--- config.mk ---
export PLATFORM = sky130hd
export DESIGN_NAME = uart_bridge
export DESIGN_NICKNAME = d
export VERILOG_FILES = /design/src/rtl/uart_bridge.sv
export SDC_FILE = /design/constraint.sdc
export NUM_CORES = 1
export LEC_CHECK = 0
export BUFFER_PORTS_ARGS = -buffer_cell sky130_fd_sc_hd__buf_2
export CAP_MARGIN = 10
export CORE_MARGIN = 3
export CORE_UTILIZATION = 45
export CTS_CLUSTER_SIZE = 20
export DETAILED_ROUTE_END_ITERATION = 16
export MAX_ROUTING_LAYER = met4
export PLACE_DENSITY = 0.65
export SYNTH_ARGS = -nofsm -noshare
export SYNTH_HDL_FRONTEND = slang
export SYNTH_SLANG_ARGS = --single-unit
export TNS_END_PERCENT = 20
--- constraint.sdc ---
create_clock -name clk -period 3.8 [get_ports clk]
set_input_delay 0.57 -clock clk [delete_from_list [all_inputs] [get_ports clk]]
set_output_delay 0.57 -clock clk [all_outputs]
set_load 0.005 [all_outputs]
--- src/rtl/uart_bridge.sv ---
// uart_bridge: CPU-side byte FIFOs bridged to a memory-mapped UART by a polling FSM.
// Define UART_BRIDGE_RX_EN to build the receive path (RX FIFO, RX states, overrun flag).
module uart_bridge #(
   parameter int          DEPTH    = 16,
   parameter logic [15:0] BAUD_DIV = 16'd433,
   parameter logic [7:0]  CONF     = 8'h18
) (
   input  logic        clk,
   input  logic        reset,
   input  logic        tx_wr_en,
   input  logic [7:0]  tx_wr_data,
   output logic        tx_full,
   input  logic        rx_rd_en,
   output logic [7:0]  rx_rd_data,
   output logic        rx_empty,
   output logic        rx_overrun,
   output logic        u_we,
   output logic [3:0]  u_addr,
   output logic [31:0] u_wdata,
   input  logic [31:0] u_rdata
);
   localparam int AW = $clog2(DEPTH);
   localparam logic [2:0] S_INIT_BAUD = 3'd0;
   localparam logic [2:0] S_INIT_CONF = 3'd1;
   localparam logic [2:0] S_POLL      = 3'd2;
   localparam logic [2:0] S_TX_LOAD   = 3'd3;
   localparam logic [2:0] S_TX_GO     = 3'd4;
   localparam logic [2:0] S_RX_READ   = 3'd5;
   localparam logic [2:0] S_RX_ACK    = 3'd6;

   logic [2:0]    r_state, w_next;
   logic [7:0]    r_tx_mem [DEPTH];
   logic [AW-1:0] r_tx_wp, r_tx_rp;
   logic [AW:0]   r_tx_cnt;
   logic          w_tx_push, w_tx_pop, w_tx_empty, w_tx_go, w_rx_go, w_unused;

   assign tx_full    = r_tx_cnt == (AW+1)'(DEPTH);
   assign w_tx_empty = r_tx_cnt == '0;
   assign w_tx_push  = tx_wr_en && !tx_full;
   assign w_tx_pop   = r_state == S_TX_LOAD && !w_tx_empty;
   assign w_tx_go    = u_rdata[31] && !u_rdata[30] && !w_tx_empty;

   always_ff @(posedge clk)
      if (w_tx_push) r_tx_mem[r_tx_wp] <= tx_wr_data;

   always_ff @(posedge clk) begin
      if (!reset) begin
         r_tx_wp  <= '0;
         r_tx_rp  <= '0;
         r_tx_cnt <= '0;
      end else begin
         if (w_tx_push) r_tx_wp <= r_tx_wp + 1'b1;
         if (w_tx_pop) r_tx_rp <= r_tx_rp + 1'b1;
         r_tx_cnt <= r_tx_cnt + {{AW{1'b0}}, w_tx_push} - {{AW{1'b0}}, w_tx_pop};
      end
   end

`ifdef UART_BRIDGE_RX_EN
   logic [7:0]    r_rx_mem [DEPTH];
   logic [AW-1:0] r_rx_wp, r_rx_rp;
   logic [AW:0]   r_rx_cnt;
   logic          r_overrun, w_rx_full, w_rx_push, w_rx_pop;

   assign rx_empty   = r_rx_cnt == '0;
   assign w_rx_full  = r_rx_cnt == (AW+1)'(DEPTH);
   assign w_rx_push  = r_state == S_RX_READ && !w_rx_full;
   assign w_rx_pop   = rx_rd_en && !rx_empty;
   assign rx_rd_data = rx_empty ? 8'h00 : r_rx_mem[r_rx_rp];
   assign rx_overrun = r_overrun;
   assign w_rx_go    = u_rdata[29] && !w_rx_full;
   assign w_unused   = ^u_rdata[28:8];

   always_ff @(posedge clk)
      if (w_rx_push) r_rx_mem[r_rx_wp] <= u_rdata[7:0];

   always_ff @(posedge clk) begin
      if (!reset) begin
         r_rx_wp   <= '0;
         r_rx_rp   <= '0;
         r_rx_cnt  <= '0;
         r_overrun <= 1'b0;
      end else begin
         if (w_rx_push) r_rx_wp <= r_rx_wp + 1'b1;
         if (w_rx_pop) r_rx_rp <= r_rx_rp + 1'b1;
         r_rx_cnt <= r_rx_cnt + {{AW{1'b0}}, w_rx_push} - {{AW{1'b0}}, w_rx_pop};
         // the byte stays in the UART; only the sticky flag records the stall
         if (r_state == S_POLL && u_rdata[29] && w_rx_full) r_overrun <= 1'b1;
      end
   end
`else
   assign rx_empty   = 1'b1;
   assign rx_rd_data = 8'h00;
   assign rx_overrun = 1'b0;
   assign w_rx_go    = 1'b0;
   assign w_unused   = ^{rx_rd_en, u_rdata[28:0]};
`endif

   always_comb begin
      w_next = r_state == S_INIT_BAUD ? S_INIT_CONF :
               r_state == S_INIT_CONF ? S_POLL :
               r_state == S_POLL      ? (w_rx_go ? S_RX_READ : w_tx_go ? S_TX_LOAD : S_POLL) :
               r_state == S_TX_LOAD   ? S_TX_GO :
               r_state == S_RX_READ   ? S_RX_ACK : S_POLL;
   end

   always_ff @(posedge clk) begin
      if (!reset) r_state <= S_INIT_BAUD;
      else r_state <= w_next;
   end

   always_comb begin
      u_we    = !(r_state == S_POLL || r_state == S_RX_READ);
      u_addr  = r_state == S_INIT_BAUD ? 4'd4 :
                r_state == S_INIT_CONF ? 4'd6 :
                r_state == S_TX_LOAD   ? 4'd9 :
                r_state == S_RX_READ   ? 4'd8 : 4'd7;
      u_wdata = r_state == S_INIT_BAUD ? {16'b0, BAUD_DIV} :
                r_state == S_INIT_CONF ? {8'b0, CONF, 16'b0} :
                r_state == S_TX_LOAD   ? {16'b0, r_tx_mem[r_tx_rp], 8'b0} :
                r_state == S_TX_GO     ? {2'b01, u_rdata[29], 29'b0} :
                r_state == S_RX_ACK    ? {1'b0, u_rdata[30], 30'b0} : 32'b0;
   end
endmodule
# --- Word level (Yosys, flattened, before mapping) ---
# Memory sizes are Yosys's and may differ from the RTL's. A register that Yosys moved wholly into a read port is not among the register bits.
# Index checks and enable logic that the tools add are counted.
op_classes:
  n_addsub: 4
  mul: 0
  n_div: 0
  n_lt_le_gt_ge: 0
  n_eq_ne: 7
  n_shift: 0
  muxes: 19
  n_bitwise: 1
  n_reduce_logical: 13
ops:
  columns: ["op", "count"]
  rows:
  - ["$mux 31", 5]
  - ["$mux 4", 6]
  - ["$eq 3x3->1 const B", 3]
  - ["$mux 3", 3]
  - ["$add 4x1->4 const B", 2]
  - ["$eq 3x2->1 const B", 2]
  - ["$add 5x1->5", 1]
  - ["$eq 5x5->1 const B", 1]
  - ["$logic_not 5->1", 1]
  - ["$sub 5x1->5", 1]
  - ["$logic_and 1x1->1", 4]
  - ["$logic_not 1->1", 4]
  - ["$mux 1", 4]
  - ["$eq 3x1->1 const B", 1]
  - ["$logic_not 3->1", 1]
  - ["$reduce_or 3->1", 1]
  - ["$mux 2", 1]
  - ["$reduce_or 2->1", 1]
  - ["$logic_or 1x1->1", 1]
  - ["$not 1->1", 1]
word_totals:
  regBits: 16
  latch_bits: 0
  mem_bits_rw: 128
  rom_bits: 0
  in_bits: 44
  wordCells: 51
  n_memories: 1
memory_table:
  columns: ["memory", "depth", "word_bits", "rd", "rd_ports_with_merged_regs", "wr", "line_no", "source"]
  rows:
  - ["r_tx_mem", 16, 8, 1, 1, 1, "32", "logic [7:0] r_tx_mem [DEPTH];"]

# --- Logic depth before layout (Yosys ltp) ---
# Gate-level depths: netlist of the first run.
logic_depth:
  depth_word: 7
  mapped_depth: 11

# --- Worst setup path before layout of the first run ---
# OpenSTA, ideal clock, no wires.
synth_path:
  path_kind: "flip-flop to flip-flop"
  start: "register r_tx_cnt[3]"
  end: "register r_tx_cnt[4]"
  arrival_ns: 2.579
  required_ns: 3.684
  slack_ns: 1.105
  stages_incl_launch_ff: 12
  path_buffers: 0
  cell_sequence: "dfxtp_1 -> inv_1 -> ha_1 -> nor4b_1 -> nor2_1 -> xnor2_1 -> ha_1 -> fa_1 -> a21oi_1 -> nor2_1 -> or3_1 -> and3_1"
synth_via:
  elab_chain_cells: 5
synth_lines:
  columns: ["element", "line_no", "source"]
  rows:
  - ["start: declaration", "34", "logic [AW:0] r_tx_cnt;"]
  - ["start signal: assignment", "54", "r_tx_cnt <= r_tx_cnt + {{AW{1'b0}}, w_tx_push} - {{AW{1'b0}}, w_tx_pop};"]
  - ["$eq 5x5->1", "37", "assign tx_full = r_tx_cnt == (AW+1)'(DEPTH);"]
  - ["$logic_not 1->1", "39", "assign w_tx_push = tx_wr_en && !tx_full;"]
  - ["$logic_and 1x1->1", "39", null]
  - ["$add 5x1->5", "54", null]
  - ["$sub 5x1->5 *", "54", null]
# Every way passes the cells marked *; elsewhere a longest branch is shown, timed or not.
# A chain may end at the register's enable or synchronous reset.

==> impl_results.md, run 1 <==
* Run status: finished clean
* Setup slack of the worst register-to-register path at 1.04 ns
* RSZ-0062 raised after global routing: no
* Maximum fanout along the worst path at 20
* Layout overhead on the synthesized area at 11.25%
* Proportion of netlist area held by the largest area contributor at 0.6084
* Xor/xnor share of the synthesized area at 0.01664
* Gates resized, CTS repair at 0
* Hold violation total from the final report at 0
* Critical R2R Launch: r_tx_cnt[3]
* DRT iter0 DRCs at 281
* Overall overflow remaining after global route at 0
* Vias after detailed routing at 3083
* Setup slack after placement at 1.021 ns
* Cell with the most instances after synthesis: edfxtp_1
* Fill cells at 1072
* Initial cell density of the core at 0.4678
* Synth Area in Adders at 0.02297
* Final worst slack at 0.6451 ns
* Cell depth of the worst flop-to-flop path at 12
* Share of the yosys chip area belonging to registers at 0.6718
* Gate count of the mapped netlist at 368
* Via count of the first global-routing pass at 3123
* Pins Over Slew Limit at 0
* Critical Setup Path Class: reg2out
* TritonCTS clock tree: built
* Number of clock sinks at 148
* First-pass GRT wire length at 17630 um
* Antenna Cells at 0
* Post-detailed-route via-to-cell ratio at 5.234
* TritonRoute pass-1 iters at 4
* Commonest cells in the synthesized netlist: edfxtp_1, buf_4, dfxtp_1
* Initial antenna violation count at 0
* Critical path destination: u_wdata[12]
* Largest area contributor in the netlist: edfxtp_1
* Register clock-pin slew on the reported worst setup and hold paths at 0.05 ns
* DR DRC count at 0
* Cell area after synthesis at 6317 um2
* Startpoint Class: flip-flop
* Simple-gate area share of the yosys netlist at 0.06041
* Cell at the root of the clock tree: clkbuf_16
* Crit path required time at 3.23 ns
* TritonCTS Buffers at 17
* Met3 demand-to-capacity share in global routing at 0.04588
* Global-route total usage across every layer at 0.1556
* Clk buf depth at 2
* Fin crit period at 3.155 ns
* Complex-gate fraction of the synthesized area at 0.01842
* Syn. warnings at 0
* Maximum resistive drop on vdd at 0.3387 mV
* Standard-cell row count at 42
* Busiest grt layer: met2
* Final Net Count at 458
* Area of the die at 15500 um2
* Met1 track utilization from global routing at 0.2011
* Number of library cell types mapped by synthesis at 36
* Worst hold slack at 0.4447 ns
* Static leakage at 2.437 nW
* Hold path start: u_rdata[30]
* DR WL/cell at 18.68 um
* Actual transition at the worst max-transition pin at 0.9829 ns
* Dominant synthesized flop cell: edfxtp_1
* Pin count of the biggest net entering global routing at 21
* Combinational family with the most area after synthesis: multiplexers
* Endpoint arrival time on the critical path at 2.58 ns
* Height of the die at 124.5 um
* Total power draw at 3.956 mW
* HPWL reported at the end of detailed placement at 7267 um
* GPL Wtd Cong at 0.7207
* Global-route met2 utilization at 0.2389
* Highest clock rate at 0.3170 GHz
* Post-route ant nets at 0
* Core region area at 13510 um2
* FF+latch count, synth at 148
* Post-synthesis mux area share at 0.1507
* Core Util, Final at 0.5204
* Part of the cycle the worst path needs at 0.8302
* Mean Syn Cell Area at 17.17 um2
* Final number of setup-violating endpoints at 0
* Total power per unit cell area at 563.0 nW/um2
* Layout Skew at 0.006645 ns
* Layout cells sized above 1 at 0.1985
* H-tree level count at 4
* Leading cell types by total area after synthesis: edfxtp_1, mux4_1, dfxtp_1
* Sum of negative setup slack at 0 ns
* Capturing point of the worst reg2reg path: r_tx_cnt[4]
* Slew Limit Headroom at 0.3423
* Number of placed I/O pins at 92
* Hold bufs inserted after CTS at 0
* Number of synthesized flops with an enable pin at 128
* Type of destination of the critical path: output port
* # port buffers at 35
* Max-cap check violation count at 0
* Number of post-CTS setup repair buffers at 0
* Wire length reported by the detailed router at 11000 um
* Worst hold path class: in2reg
* Ys async rst share at 0
* Horiz. Die Dim at 124.5 um
* Clk_lat worst skew at 0.41 ns
-- cell type report --
class | count | area [um2] | share of cell area
inverter | 8 | 30.03 | 0.004273
timing repair buffer | 40 | 212.7 | 0.03027
clock buffer | 19 | 432.9 | 0.06160
sequential | 148 | 4245 | 0.6041
tap | 176 | 220.2 | 0.03133
clock inverter | 10 | 68.82 | 0.009792
multi-input combinational | 188 | 1818 | 0.2587
-- per-stage QoR --
step                instances  area (um2)
global placement          560        6526
detailed placement        560        6526
finish                    589        7028
CTS                       589        7028
floorplan                 392        6407
global route              589        7028
-- worst max-delay path: stages, from the launching register on --
cell     delay (ns)
dfxtp_2        0.77
buf_4          0.38
mux4_1         0.57
mux2i_1        0.16
o22ai_1        0.13
buf_2          0.16
-- layer usage --
layer / wire length [um] / part of all wire
met5: 0 / 0
met1: 4748 / 0.43
met4: 107 / 0.0097
met2: 5593 / 0.51
met3: 555 / 0.050
-- state kept, by name (all words and copies together) (netlist names), named ones only --
register,count
r_state,3
r_tx_cnt,5
r_tx_mem,128
r_tx_rp,4
r_tx_wp,4
-- placed cells by master (no fill, tap or decap), types with 2 or more instances in the layout --
cell,count
nor2_1,19
mux4_1,19
inv_1,8
o22ai_1,7
nor3b_1,3
mux2i_1,16
o21ai_0,2
nand3_1,3
clkinv_1,5
clkinv_2,4
and2_1,15
a21oi_1,5
nand2b_1,4
and3_1,3
ha_1,10
nor3_1,2
xnor2_1,5
buf_2,35
nor3_2,4
conb_1,26
or3_1,2
clkbuf_16,17
xor2_1,7
a21boi_0,3
nand2_1,11
dfxtp_1,19
buf_4,5
mux4_2,13
edfxtp_1,128
clkbuf_1,2
-- report_power, final --
part | leakage, nW | switching (mW) | internal, mW
clock network | 0.249 | 0.575 | 0.870
registers | 1.32 | 0.0776 | 1.85
logic | 0.869 | 0.295 | 0.284
total | 2.44 | 0.948 | 3.01
-- cells by family after synthesis --
family,Yosys count
muxes,48
AOI/OAI and AO/OA,19
other,2
buffers and inverters,56
adders and majority gates,11
xor gates and xnor gates,12
and+or+nand+nor,72
DFF,148
-- worst min-delay path by stage --
| stage | endpoint | slack, ns | cells past startpoint |
|---|---|---|---|
| floorplan | r_tx_wp[1] | 0.48 | 2 |
| finish | r_state[0] | 0.44 | 3 |
| global route | r_state[0] | 0.43 | 3 |
| CTS | r_state[0] | 0.43 | 3 |
| global placement | r_tx_wp[1] | 0.51 | 2 |
| detailed placement | flip-flop | 0.53 | 2 |
No activity file was read; power rests on OpenSTA's default activity.
==> run 2, diff against run 1 <==
==> constraint.sdc (replaced) <==
create_clock -name clk -period 3.15 [get_ports clk]
set_input_delay 0.4725 -clock clk [delete_from_list [all_inputs] [get_ports clk]]
set_output_delay 0.4725 -clock clk [all_outputs]
set_load 0.005 [all_outputs]
==> run 2 against run 1 <==
Effect of this change:
- worst setup slack lost 0.39 ns
- sequential share of layout area shrank 1.0 points
- highest routed layer unchanged
- core utilization grew 0.92 points
- worst hold slack lost 0.10 ns
- via count grew 2.4%
- die area is the same
- clock skew grew 0.0013 ns
- routed wire length grew 1.4%
- combinational power grew 26%
- largest cell class unchanged
- flip-flop and latch count is the same
==> impl_results.md, run 2 (synthesized netlist as in run 1, its figures left out) <==
* Endpoint arrival time on the critical path at 2.42 ns (was 2.58 ns)
* Number of clock sinks at 148 (unchanged)
* DRT iter0 DRCs at 243 (was 281)
* Fin crit period at 2.890 ns
* Initial cell density of the core at 0.4678 (unchanged)
* Type of destination of the critical path: output port (unchanged)
* Worst hold path class: in2reg (unchanged)
* Total power per unit cell area at 686.7 nW/um2 (was 563.0 nW/um2)
* Registers with the highest flip-flop counts: r_tx_mem: 128 flops, r_tx_cnt: 5 flops (unchanged)
* Critical Setup Path Class: reg2out (unchanged)
* Met1 track utilization from global routing at 0.2002 (was 0.2011)
* Sum of negative setup slack at 0 ns (unchanged)
* Flip-flop count of the largest register, all copies and words added at 128 (unchanged)
* Slew Limit Headroom at 0.4131 (was 0.3423)
* Met3 demand-to-capacity share in global routing at 0.04674 (was 0.04588)
* Clk buf depth at 2 (unchanged)
* First-pass GRT wire length at 18170 um (was 17630 um)
* Cell at the root of the clock tree: clkbuf_16 (unchanged)
* Number of standard cells in the layout, taps in and fillers out at 604 (was 589)
* Crit path required time at 2.68 ns (was 3.23 ns)
* Overall overflow remaining after global route at 0 (unchanged)
* Number of placed I/O pins at 92 (unchanged)
* Maximum fanout along the worst path at 12 (was 20)
* Global-route total usage across every layer at 0.1603 (was 0.1556)
* Final number of setup-violating endpoints at 0 (unchanged)
* TritonRoute pass-1 iters at 4 (unchanged)
* H-tree level count at 4 (unchanged)
* DR WL/cell at 18.48 um (was 18.68 um)
* Via count of the first global-routing pass at 3264 (was 3123)
* Height of the die at 124.5 um (unchanged)
* Global-route met2 utilization at 0.2503 (was 0.2389)
* Wire length reported by the detailed router at 11160 um (was 11000 um)
* Most frequent standard cell in the layout excluding fill and tap cells: edfxtp_1 (unchanged)
* GPL Wtd Cong at 0.7231 (was 0.7207)
* Initial antenna violation count at 0 (unchanged)
* Layout Skew at 0.007925 ns (was 0.006645 ns)
* Horiz. Die Dim at 124.5 um (unchanged)
* Clk_lat worst skew at 0.42 ns (was 0.41 ns)
* # port buffers at 35 (unchanged)
* Gates resized, CTS repair at 0 (unchanged)
* DR DRC count at 0 (unchanged)
* Final Net Count at 471 (was 458)
* Static leakage at 2.507 nW (was 2.437 nW)
* Core Util, Final at 0.5296 (was 0.5204)
* Standard-cell row count at 42 (unchanged)
* Actual transition at the worst max-transition pin at 0.8771 ns (was 0.9829 ns)
* Layout cells sized above 1 at 0.2196 (was 0.1985)
* Pins Over Slew Limit at 0 (unchanged)
* Cell total after placement at 573 (was 560)
* TritonCTS clock tree: built (unchanged)
* Buffers and inverters on the worst path at 2 (unchanged)
* Maximum resistive drop on vdd at 0.3855 mV (was 0.3387 mV)
* Hold violation total from the final report at 0 (unchanged)
* Post-detailed-route via-to-cell ratio at 5.227 (was 5.234)
* Post-route ant nets at 0 (unchanged)
* Register clock-pin slew on the reported worst setup and hold paths at 0.06 ns (was 0.05 ns)
* Part of the cycle the worst path needs at 0.9176
* Final worst slack at 0.2596 ns (was 0.6451 ns)
* Vias after detailed routing at 3157 (was 3083)
* Slowest cell on the critical path: mux4_1 (was dfxtp_2)
* Peak per-stage delay on the critical path at 0.61 ns (was 0.77 ns)
* Layout overhead on the synthesized area at 13.21% (was 11.25%)
* Highest clock rate at 0.3460 GHz
* Reg with most FFs: r_tx_mem (unchanged)
* Setup slack of the worst register-to-register path at 0.53 ns (was 1.04 ns)
* Number of post-CTS setup repair buffers at 0 (unchanged)
* Cell chain of the critical path: buf_4, mux4_1, mux2i_1, o22ai_1, buf_2 (unchanged)
* Cell class contributing the biggest share of worst-path delay: multiplexers (was flip-flops)
* Setup slack after placement at 0.5399 ns (was 1.021 ns)
* Area of the die at 15500 um2 (unchanged)
* RSZ-0062 raised after global routing: no (unchanged)
* Pin count of the biggest net entering global routing at 21 (unchanged)
* Top library cells by usage in the layout, fill and taps aside: edfxtp_1, buf_2, conb_1 (unchanged)
* Max-cap check violation count at 0 (unchanged)
* Antenna Cells at 0 (unchanged)
* Startpoint Class: flip-flop (unchanged)
* Placed inst area at 6604 um2 (was 6526 um2)
* Run status: finished clean (unchanged)
* Busiest grt layer: met2 (unchanged)
* Hold bufs inserted after CTS at 0 (unchanged)
* TritonCTS Buffers at 17 (unchanged)
* HPWL reported at the end of detailed placement at 7591 um (was 7267 um)
* Final non-filler cell area at 7152 um2 (was 7028 um2)
* Core region area at 13510 um2 (unchanged)
-- run 2: changes by cell type in the layout (fill, tap and decap cells not counted) --
cell,previous run,this run
buf_4,5,18
nor3_1,2,6
nor3_2,4,0
clkinv_4,0,2
bufinv_16,1,2
clkinv_1,5,4
clkinv_2,4,3
clkinvlp_4,0,1
-- run 2: power by group --
part | internal [mW] | switching (mW) | leakage (nW)
registers | 2.24 | 0.0808 | 1.32
clock network | 1.14 | 0.720 | 0.267
logic | 0.359 | 0.371 | 0.921
-- run 2: layer usage --
layer / vias up / share of wire
met5: - / 0
met1: 1603 / 0.42
li1: 1457 / -
met2: 85 / 0.52
met3: 12 / 0.046
met4: 0 / 0.013
-- run 2: layout make-up --
class / count / area [um2]
clock buffers: 19 / 432.9
fillers: 1076 / 6354
repair buffers: 53 / 310.3
inverters: 8 / 30.03
well taps: 176 / 220.2
multi-input cells: 188 / 1798
clock inverters: 12 / 115.1
flip-flops and latches: 148 / 4245
-- run 2: stage by stage --
stage,power [mW],hold slack (ns)
after floorplan,2.900,0.4844
after global placement,3.068,0.5060
after detailed placement,3.103,0.5200
after CTS,4.958,0.3240
after global routing,5.156,0.3299
final,4.911,0.3409
-- run 2: worst paths after layout --
path / end / depth (start not counted) / from
setup / recovery: u_wdata[11] / 5 / flip-flop
hold / removal: r_state[0] / 3 / u_rdata[30]
setup reg to reg: r_tx_cnt[4] / 11 / r_tx_cnt[2]
hold reg to reg: r_tx_wp[1] / 2 / r_tx_wp[1]
-- run 2: worst min-delay path, delay by kind of cell --
kind	cells	cell delay, ns
buffers and inverters	1	0.08
AOI/OAI and AO/OA	1	0.05
and+or+nand+nor	1	0.10
==> run 3, diff against run 2 <==
--- a/config.mk
+++ b/config.mk
@@ -8,11 +8,11 @@
 export BUFFER_PORTS_ARGS = -buffer_cell sky130_fd_sc_hd__buf_2
 export CAP_MARGIN = 10
 export CORE_MARGIN = 3
-export CORE_UTILIZATION = 45
+export CORE_UTILIZATION = 55
 export CTS_CLUSTER_SIZE = 20
 export DETAILED_ROUTE_END_ITERATION = 16
 export MAX_ROUTING_LAYER = met4
-export PLACE_DENSITY = 0.65
+export PLACE_DENSITY = 0.77
 export SYNTH_ARGS = -nofsm -noshare
 export SYNTH_HDL_FRONTEND = slang
 export SYNTH_SLANG_ARGS = --single-unit
==> run 3 against run 2 <==
Effect of this change:
- routed wire length rose by 6.2%
- combinational power grew 2%
- worst hold slack gained 0.027 ns
- first-iteration DRC count grew 8.6%
- die area decreased by 17%
- fmax rose by 0.53%
- critical path type unchanged
==> impl_results.md, run 3 (synthesized netlist as in run 1, its figures left out) <==
* Startpoint Class: flip-flop (unchanged)
* Total power per unit cell area at 690.4 nW/um2 (was 686.7 nW/um2)
* Worst hold path class: in2reg (unchanged)
* GPL Wtd Cong at 0.7703 (was 0.7231)
* Critical Setup Path Class: reg2out (unchanged)
* Area of the die at 12810 um2 (was 15500 um2)
* Post-detailed-route via-to-cell ratio at 5.757 (was 5.227)
* Number of clock sinks at 148 (unchanged)
* Top library cells by usage in the layout, fill and taps aside: edfxtp_1, buf_2, conb_1 (unchanged)
* Sum of negative setup slack at 0 ns (unchanged)
* Clk buf depth at 2 (unchanged)
* Crit path required time at 2.68 ns (about the same)
* Via count of the first global-routing pass at 3317 (was 3264)
* Cell at the root of the clock tree: clkbuf_16 (unchanged)
* Maximum resistive drop on vdd at 0.4134 mV (was 0.3855 mV)
* TritonCTS Buffers at 17 (unchanged)
* Area taken by flip-flops and latches at 4248 um2 (was 4245 um2)
* Horiz. Die Dim at 113.2 um (was 124.5 um)
* TritonCTS clock tree: built (unchanged)
* Height of the die at 113.2 um (was 124.5 um)
* Hold bufs inserted after CTS at 0 (unchanged)
* Pins Over Slew Limit at 0 (unchanged)
* HPWL reported at the end of detailed placement at 7211 um (was 7591 um)
* Endpoint arrival time on the critical path at 2.40 ns (was 2.42 ns)
* RSZ-0062 raised after global routing: no (unchanged)
* TritonRoute pass-1 iters at 5 (was 4)
* Slew Limit Headroom at 0.4058 (was 0.4131)
* DRT iter0 DRCs at 264 (was 243)
* Number of standard cells in the layout, taps in and fillers out at 569 (was 604)
* Run status: finished clean (unchanged)
* Layout cells sized above 1 at 0.2214 (was 0.2196)
* Initial antenna violation count at 0 (unchanged)
* Maximum fanout along the worst path at 10 (was 12)
* Actual transition at the worst max-transition pin at 0.8881 ns (was 0.8771 ns)
* Global-route total usage across every layer at 0.2038 (was 0.1603)
* Core region area at 11030 um2 (was 13510 um2)
* Highest clock rate at 0.3478 GHz (was 0.3460 GHz)
* Multi-input logic area at 1798 um2 (unchanged)
* Max-cap check violation count at 0 (unchanged)
* Final Net Count at 471 (unchanged)
* Post-route ant nets at 0 (unchanged)
* Fin crit period at 2.875 ns (was 2.890 ns)
* First-pass GRT wire length at 18490 um (was 18170 um)
* Part of the cycle the worst path needs at 0.9127 (was 0.9176)
* Number of placed I/O pins at 92 (unchanged)
* Overall overflow remaining after global route at 0 (unchanged)
* DR DRC count at 0 (unchanged)
* Static leakage at 2.498 nW (was 2.507 nW)
* Type of destination of the critical path: output port (unchanged)
* Fill cells at 734 (was 1076)
* Register clock-pin slew on the reported worst setup and hold paths at 0.06 ns (about the same)
* Clk_lat worst skew at 0.41 ns (was 0.42 ns)
* Number of post-CTS setup repair buffers at 0 (unchanged)
* Layout overhead on the synthesized area at 12.50% (was 13.21%)
* Antenna Cells at 0 (unchanged)
* Worst hold slack at 0.3674 ns (was 0.3409 ns)
* Hold violation total from the final report at 0 (unchanged)
* Standard-cell row count at 38 (was 42)
* Vias after detailed routing at 3276 (was 3157)
* DR WL/cell at 20.84 um (was 18.48 um)
* Initial cell density of the core at 0.5727 (was 0.4678)
* Flip-flop count of the largest register, all copies and words added at 128 (unchanged)
* Final number of setup-violating endpoints at 0 (unchanged)
* Pin count of the biggest net entering global routing at 21 (unchanged)
* Cell total after placement at 537 (was 573)
* # port buffers at 35 (unchanged)
* Most frequent standard cell in the layout excluding fill and tap cells: edfxtp_1 (unchanged)
* Reg with most FFs: r_tx_mem (unchanged)
* Registers with the highest flip-flop counts: r_tx_mem: 128 flops, r_tx_cnt: 5 flops (unchanged)
* Setup slack of the worst register-to-register path at 0.37 ns (was 0.53 ns)
* H-tree level count at 4 (unchanged)
* Wire length reported by the detailed router at 11860 um (was 11160 um)
* Layout Skew at 0.006753 ns (was 0.007925 ns)
## run 3: cell count changes in the layout (fill, tap and decap cells not counted)
cell	previous run	this run
inv_6	0	1
dfxtp_2	1	0
clkbuf_1	2	3
clkinv_4	2	5
bufinv_16	2	1
clkinv_2	3	0
clkinv_1	4	3
dfxtp_4	0	1
clkinvlp_4	1	2
## run 3: routing by layer
metal | vias to the layer above | wire, um | GRT usage
met1 | 1669 | 4903 | 0.2496
met4 | 0 | 284 | 0.09375
met2 | 122 | 5911 | 0.3140
li1 | 1464 | - | -
met3 | 21 | 756 | 0.06203
met5 | - | 0 | -
## run 3: what timing repair did
action / in CTS / in global routing
resized for setup: 0 / 1
hold endpoints to repair: 0 / 0
setup endpoints to repair: 0 / 1
## run 3: path summary, 6_finish.rpt
check	cells past startpoint	end	from
worst max-delay path	6	u_wdata[8]	flip-flop
worst min register to register	2	r_tx_wp[1]	r_tx_wp[1]
worst max register to register	11	r_tx_cnt[4]	r_tx_cnt[3]
worst min-delay path	3	r_state[0]	u_rdata[30]
## run 3: through the flow
stage | worst slack [ns] | area [um2] | power [mW] | utilization
finish | 0.2749 | 7107 | 4.907 | 0.6443
CTS | 0.07945 | 7104 | 4.929 | 0.6441
global route | 0.1194 | 7107 | 5.103 | 0.6443
global placement | 0.4218 | 6559 | 3.061 | 0.5946
floorplan | 0.4552 | 6407 | 2.900 | -
detailed placement | 0.4105 | 6559 | 3.106 | 0.5946
## run 3: critical path, stage by stage (launching register included)
cell     delay (ns)
dfxtp_1        0.66
buf_4          0.30
mux4_1         0.33
mux2i_1        0.17
nor2_1         0.07
or3_1          0.32
buf_2          0.13
## run 3: power by group
part	switching (mW)	internal (mW)	total [mW]	leakage [nW]
clock network	0.749	1.08	1.83	0.257
registers	0.0941	2.24	2.33	1.32
logic	0.386	0.357	0.743	0.921
total	1.23	3.68	4.91	2.50
## run 3: area by class of cell
cell class	count	share of cell area
clock buffers	20	0.06144
clock inverters	12	0.01532
flip-flops and latches	148	0.5977
inverters	8	0.004225
well taps	140	0.02465
multi-input cells	188	0.2530
repair buffers	53	0.04366
